**config.mk**
```make
export PLATFORM = sky130hd
export DESIGN_NAME = regfile
export DESIGN_NICKNAME = d
export VERILOG_FILES = /design/src/rtl/regfile_pkg.sv /design/src/rtl/regfile_ram.sv /design/src/rtl/regfile.sv
export SDC_FILE = /design/constraint.sdc
export NUM_CORES = 1
export LEC_CHECK = 0
export CAP_MARGIN = 30
export CORE_MARGIN = 2
export CORE_UTILIZATION = 45
export CTS_BUF_LIST = sky130_fd_sc_hd__clkbuf_4 sky130_fd_sc_hd__clkbuf_8 sky130_fd_sc_hd__clkbuf_16
export DETAILED_ROUTE_END_ITERATION = 10
export HOLD_SLACK_MARGIN = 0.15
export SETUP_SLACK_MARGIN = 0.3
export SLEW_MARGIN = 20
export SYNTH_ARGS = -nofsm -noshare
export SYNTH_HDL_FRONTEND = slang
export SYNTH_SLANG_ARGS = --single-unit
```
**constraint.sdc**
```tcl
create_clock -name clk -period 3.25 [get_ports clk]
set_clock_uncertainty 0.15 [all_clocks]
set_input_delay 0.325 -clock clk [delete_from_list [all_inputs] [get_ports clk]]
set_output_delay 0.325 -clock clk [all_outputs]
set_load 0.005 [all_outputs]
```
**src/rtl/regfile_pkg.sv**
```systemverilog
// Shared definitions for the general-purpose register file.
//
// Contents:
//   REG_NUM / ADDR_W / DATA_W  architectural register count, address and data widths
//   ZERO_WORD, READ_ENABLE, WRITE_ENABLE   common constants used by the datapath
//   LAST_REG                   highest register number, the final register cleared after reset
//   rf_state_e                 CLEAR / READY sequencer states
//   rf_read_mux()              per-port read selection (zero, bypass or array data)
package regfile_pkg;

    localparam int REG_NUM = 32;
    localparam int ADDR_W  = 5;
    localparam int DATA_W  = 32;

    localparam logic [DATA_W-1:0] ZERO_WORD    = '0;
    localparam logic              READ_ENABLE  = 1'b1;
    localparam logic              WRITE_ENABLE = 1'b1;

    localparam logic [ADDR_W-1:0] LAST_REG = ADDR_W'(REG_NUM - 1);

    typedef enum logic {
        RF_CLEAR = 1'b0,
        RF_READY = 1'b1
    } rf_state_e;

    // Read data for one port. Priority: not ready, port disabled, r0,
    // same-cycle write-back bypass, then the stored value.
    function automatic logic [DATA_W-1:0] rf_read_mux(
        input logic              ready,
        input logic              re,
        input logic [ADDR_W-1:0] raddr,
        input logic              we,
        input logic [ADDR_W-1:0] waddr,
        input logic [DATA_W-1:0] wdata,
        input logic [DATA_W-1:0] ram_data
    );
        logic [DATA_W-1:0] result;
        if (!ready) begin
            result = ZERO_WORD;
        end else if (re != READ_ENABLE) begin
            result = ZERO_WORD;
        end else if (raddr == '0) begin
            result = ZERO_WORD;
        end else if ((we == WRITE_ENABLE) && (waddr == raddr)) begin
            result = wdata;
        end else begin
            result = ram_data;
        end
        return result;
    endfunction

endpackage

```
**src/rtl/regfile_ram.sv**
```systemverilog
// Plain 2-read / 1-write storage array for the register file.
// Asynchronous reads, synchronous write, no reset on the cells, so the
// array maps onto distributed RAM.
//
// Ports:
//   clk_i                 clock, write on rising edge
//   we_i, waddr_i, wdata_i   write port
//   raddr1_i -> rdata1_o  read port 1 (combinational)
//   raddr2_i -> rdata2_o  read port 2 (combinational)
module regfile_ram
    import regfile_pkg::*;
(
    input  logic              clk_i,
    input  logic              we_i,
    input  logic [ADDR_W-1:0] waddr_i,
    input  logic [DATA_W-1:0] wdata_i,
    input  logic [ADDR_W-1:0] raddr1_i,
    output logic [DATA_W-1:0] rdata1_o,
    input  logic [ADDR_W-1:0] raddr2_i,
    output logic [DATA_W-1:0] rdata2_o
);

    logic [DATA_W-1:0] mem_q [REG_NUM];

    always_ff @(posedge clk_i) begin
        if (we_i) begin
            mem_q[waddr_i] <= wdata_i;
        end
    end

    assign rdata1_o = mem_q[raddr1_i];
    assign rdata2_o = mem_q[raddr2_i];

endmodule

```
**src/rtl/regfile.sv**
```systemverilog
// General-purpose register file: two combinational read ports for decode,
// one write port from write-back. The storage cells have no reset; after
// reset a sequencer zeroes r1..r31 one per cycle while init_busy stalls the
// pipeline. r0 always reads zero, and a write-back write is bypassed to the
// read ports in the same cycle.
//
// Ports:
//   clk, rst                   clock, synchronous active-high reset
//   we, waddr, wdata           write-back write port
//   re1, raddr1 -> rdata1      read port 1 (combinational)
//   re2, raddr2 -> rdata2      read port 2 (combinational)
//   init_busy                  registered, high while the array is being cleared
module regfile
    import regfile_pkg::*;
(
    input  logic              clk,
    input  logic              rst,
    input  logic              we,
    input  logic [ADDR_W-1:0] waddr,
    input  logic [DATA_W-1:0] wdata,
    input  logic              re1,
    input  logic [ADDR_W-1:0] raddr1,
    output logic [DATA_W-1:0] rdata1,
    input  logic              re2,
    input  logic [ADDR_W-1:0] raddr2,
    output logic [DATA_W-1:0] rdata2,
    output logic              init_busy
);

    rf_state_e         state_q, state_d;
    logic [ADDR_W-1:0] clr_cnt_q, clr_cnt_d;
    logic              busy_q, busy_d;

    logic              ram_we;
    logic [ADDR_W-1:0] ram_waddr;
    logic [DATA_W-1:0] ram_wdata;
    logic [DATA_W-1:0] ram_rdata1;
    logic [DATA_W-1:0] ram_rdata2;
    logic              rd_ready;

    always_ff @(posedge clk) begin
        if (rst) begin
            state_q   <= RF_CLEAR;
            clr_cnt_q <= ADDR_W'(1);
            busy_q    <= 1'b1;
        end else begin
            state_q   <= state_d;
            clr_cnt_q <= clr_cnt_d;
            busy_q    <= busy_d;
        end
    end

    // Next state plus the write mux: the clear sequencer owns the array
    // write port in CLEAR, write-back owns it in READY.
    always_comb begin
        state_d   = state_q;
        clr_cnt_d = clr_cnt_q;
        busy_d    = busy_q;
        ram_we    = 1'b0;
        ram_waddr = waddr;
        ram_wdata = wdata;

        case (state_q)
            RF_CLEAR: begin
                ram_we    = 1'b1;
                ram_waddr = clr_cnt_q;
                ram_wdata = ZERO_WORD;
                // Wraps to 0 only on the same edge that leaves CLEAR.
                clr_cnt_d = clr_cnt_q + ADDR_W'(1);
                busy_d    = 1'b1;
                if (clr_cnt_q == LAST_REG) begin
                    state_d = RF_READY;
                    busy_d  = 1'b0;
                end
            end
            RF_READY: begin
                busy_d = 1'b0;
                ram_we = (we == WRITE_ENABLE) && (waddr != '0);
            end
            default: begin
                state_d = RF_CLEAR;
            end
        endcase

        // A reset edge never touches the array, including a write presented with it.
        if (rst) begin
            ram_we = 1'b0;
        end
    end

    regfile_ram u_ram (
        .clk_i    (clk),
        .we_i     (ram_we),
        .waddr_i  (ram_waddr),
        .wdata_i  (ram_wdata),
        .raddr1_i (raddr1),
        .rdata1_o (ram_rdata1),
        .raddr2_i (raddr2),
        .rdata2_o (ram_rdata2)
    );

    // Reads are forced to zero while reset is asserted and throughout CLEAR.
    assign rd_ready = (state_q == RF_READY) && !rst;

    assign rdata1 = rf_read_mux(rd_ready, re1, raddr1, we, waddr, wdata, ram_rdata1);
    assign rdata2 = rf_read_mux(rd_ready, re2, raddr2, we, waddr, wdata, ram_rdata2);

    assign init_busy = busy_q;

endmodule
```
* After elaboration in Yosys (flattened, before gate mapping)
Memory sizes are Yosys's and may differ from the RTL's. Cells that the tools add are included.
Storage, ports and cells: register bits after elaboration 7, input bits 52, RAM bits 1024, output and inout bits 65, word-level logic and storage cells 35, memories 1
Memories:
- u_ram.mem_q | depth 32, bits a word 32, rd ports 2, clocked after Yosys merged registers in 0, wr ports 1, line regfile_ram.sv:23 | logic [DATA_W-1:0] mem_q [REG_NUM];
Cells by class: bitwise logic cells 1, add/subtract/negate cells 1, multiplexer cells 18, reduce and logical (&&, ||, !) cells 8, equality and inequality tests 3
Operator list (count):
- $mux 32 | 9
- $eq 5x5->1 | 2
- $logic_not 5->1 | 2
- $mux 1 | 6
- $add 5x1->5 const B | 1
- $eq 5x5->1 const B | 1
- $mux 5 | 1
- $reduce_bool 5->1 | 1
- $logic_and 1x1->1 | 4
- $pmux 1 s2 | 2
- $logic_not 1->1 | 1
- $not 1->1 | 1

* Logic depth before layout (Yosys ltp)
depth after elaboration 6, gate-level depth with buffers 10

* Cells and area by module
A second synthesis with hierarchy kept.
Unflattened totals: cell total of the unflattened synthesis 3705, area total of the unflattened synthesis 50683.6 um^2
By module, submodules not included:
- regfile_ram | area each 48789.3 um^2, instances 1, seq. area each 30749.5 um^2, cells each 3386
- regfile | area each 1894.3 um^2, instances 1, seq. area each 140.1 um^2, cells each 319

* Least setup slack after synthesis
No wires, ideal clock.
kind input to register, from in waddr[0], to mem u_ram.mem_q[25][0] (enable), arrival time 2.669 ns, stages on the path 6, library setup time 0.421 ns, path slack 0.009 ns, required time 2.679 ns, path buffers 1, path through clkbuf_1 nor2_1 a31oi_1 a21boi_0 nand2_1 nor2_1
On the way: word-level cells in the longest chain between the ends 6, elaborated cells on any way between the ends 7
RTL lines:
- from (decl) | line regfile.sv:19 | input logic [ADDR_W-1:0] waddr,
- $reduce_bool 5->1 | line regfile.sv:78 | ram_we = (we == WRITE_ENABLE) && (waddr != '0);
- $logic_and 1x1->1 | line regfile.sv:78
- $pmux 1 s2 | line regfile.sv:63 | case (state_q)
- $mux 1 | line regfile.sv:86 | if (rst) begin
- $mux 1 | line regfile_ram.sv:26 | if (we_i) begin
- $mux 1 (implied by the code) | line regfile_ram.sv:27 | mem_q[waddr_i] <= wdata_i;
- to (decl) | line regfile_ram.sv:23
Several ways; a longest one is shown, not always the timed one.

==> impl_metrics.toml <==
[cts]
htreeDepth = 3
insertion_delay_ns = 0.69
cts-buffers-inserted = 111
clockBufferDepth = 3
path_clk_slew_ns = 0.07
cts_tree = "yes"
clock_sinks = 1031
root_buffer = "clkbuf_16"

[place]
place_congestion = 0.9036
dp_hpwl_mm = 102.8
dp_worst_setup_slack_ns = -0.4818
dpl_cell_area_um2 = 54720
port-buffer-count = 116

[yosys]
synth_area_per_cell_um2 = 18.31
ys_ff_latch = 1031
synth-edff-count = 1024
synthArstFlopShare_pct = 0
synth_cell_types = 51
ys_warn_count = 0
ys_top_cells_by_area = "edfxtp_1 (63%), mux4_2 (20%), mux2i_1 (4.7%), o221ai_1 (1.5%), o22ai_1 (0.76%)"
seq_area_frac_synth_pct = 63.44
synth_nets = 2713
synth_common_cells = "edfxtp_1 (1,024), mux4_2 (432), mux2i_1 (229), nand2_1 (93), clkbuf_1 (90)"
synth_top_area_cell = "edfxtp_1"
synth_cells = 2659
synth.most_common_cell = "edfxtp_1"
synth_top_area_share_pct = 63.15
syn-cell-area_um2 = 48690
synth_ff_type = "edfxtp_1"

[final_layout]
drive_gt1_share_pct = 41.77
final_nets = 3159
stdcell_area_um2 = 60360
fillers = 8075
antenna_cells = 0
area_growth_syn_to_layout_pct = 23.96
finish.utilization_pct = 56.31

[critical_path]
worstPathRequired_ns = 2.77
path_delay_family = "multiplexers"
worst-path-stages = 5
cp-start-kind = "register"
max_stage_delay_ns = 0.48
reg2reg_from = "state_q"
startpoint = "u_ram.mem_q[27][8]"
path_buf_inv = 1
rrSetupSlack_ns = 0.40
crit_end = "rdata1[8]"
cp_common_cell = "mux4_2"
r2r_cells = 7
crit_chain = "mux4_2, mux4_2, nor2b_4, a211o_1, buf_2"
critPathCaptureType = "primary output"
cp_max_fo = 2
slowest_stage = "mux4_2"
worstPathArrival_ns = 2.69
path_class = "register to primary output"
r2r-end = "u_ram.mem_q[13][28]"

[sta]
tightest_slew_ns = 0.6553
fmax_ghz = 0.3157
rsz0062_at_grt = "true"
relSlewSlack_pct = 56.15
whs_ns = 0.2093
drv_slew = 0
min_period_ns = 3.168
period_share_pct = 97.48
setup_slack_ns = 0.08199
hold_viol = 0
finalSetupViolations = 0

[drt]
vias = 31470
viasPerCell = 6.845
first_pass_iters = 6
drc_errors = 0
wl_per_cell_um = 36.82
detail-route-antenna-nets = 0
drt-initial-drc-count = 4236
routed_wirelength_mm = 169.3

[worst_hold_path]
hp-class = "primary input to register"

[run]
drv_cap = 0

[power]
total_leakage_power_nw = 20.19
power_mw = 30.08
ir_drop_mv = 0.3921
cellPowerDensity_nw_per_um2 = 498.3

[grt]
overflow = 0
grt_pass1_vias = 31630
antenna_found_initial = 3
grt_pass1_wl_mm = 236.9
grt_max_degree = 46
grt_use_total_pct = 30.26

[floorplan]
fp.dieW_um = 333.0
die_area_um2 = 110900
ioPinCount = 117
die_h_um = 333.0
rows = 120
start_util_pct = 45.42
design.core.area_um2 = 107200

[status]
status = "finished, final reports clean"
==> cell families after synthesis <==
family,after synthesis,share of synthesized area [%]
AOI/OAI and AO/OA,384,5.578
buffers and inverters,221,2.333
muxes,676,25.03
DFF,1031,63.44
xor gates and xnor gates,13,0.2338
adders and majority gates,2,0.05138
and+or+nand+nor,332,3.333
==> worst min-delay path, stage by stage <==
cell,delay [ns]
clkdlybuf4s50_1,0.43
buf_4,0.18
nor2_1,0.09
==> registers in the layout, summed over array words and instances, names as in the netlist <==
name,flops
clr_cnt_q,5
init_busy,1
state_q,1
u_ram.mem_q,1024
==> how the worst min path moves through the flow <==
stage                             from           end  slack (ns)  cells past startpoint
after global placement    clr_cnt_q[4]  clr_cnt_q[4]        0.40                      2
after detailed placement  clr_cnt_q[3]  clr_cnt_q[3]        0.42                      2
after global routing               rst  clr_cnt_q[2]        0.23                      3
final                              rst  clr_cnt_q[4]        0.21                      3
after CTS                          rst  clr_cnt_q[4]        0.18                      3
after floorplan           clr_cnt_q[3]  clr_cnt_q[3]        0.37                      2
==> final cells by class <==
type                    instances  area (µm²)  share of cell area, %
clock buffers                 130        2973                  4.925
clock inverters                72       709.4                  1.175
inverters                       9       37.54                0.06218
multi-input cells            1407       18120                  30.02
flip-flops and latches       1031       30890                  51.18
well taps                    1403        1755                  2.908
repair buffers                545        5876                  9.734
==> cell usage in the layout (no fill, tap or decap), types with 45 or more instances in the layout <==
cell,instances
mux4_2,432
buf_2,54
edfxtp_1,1024
clkbuf_16,115
o22ai_1,54
mux2i_1,223
a21oi_1,45
nand2_1,79
nor2_1,47
o221ai_1,80
buf_4,284
buf_12,118
==> what timing repair did <==
action / 4_1_cts / 5_1_grt
endpoints found under the setup margin: 64 / 99
hold buffers: 0 / 0
buffers inserted: 45 / 32
cloned: 6 / 1
resized for setup: 474 / 56
pin swaps: 107 / 51
==> stage by stage <==
step,cells,setup TNS [ns]
floorplan,2659,0
finish,4597,0
detailed placement,4310,-9.105
CTS,4563,0
global route,4597,0
global placement,4310,-8.392
==> power breakdown <==
part	internal (mW)	switching (mW)
combinational	1.19	1.42
sequential	14.5	0.0591
clock	7.54	5.33
total	23.3	6.81
==> layer usage <==
| metal | vias to the layer above | routed length, µm | track usage [%] |
|---|---|---|---|
| met5 | - | 8 | 0 |
| met4 | 2 | 8487 | 13.99 |
| met3 | 413 | 17460 | 6.326 |
| met2 | 2075 | 80110 | 47.73 |
| met1 | 16700 | 63200 | 40.56 |
| li1 | 12270 | - | - |
No activity file was read; power rests on OpenSTA's default activity.
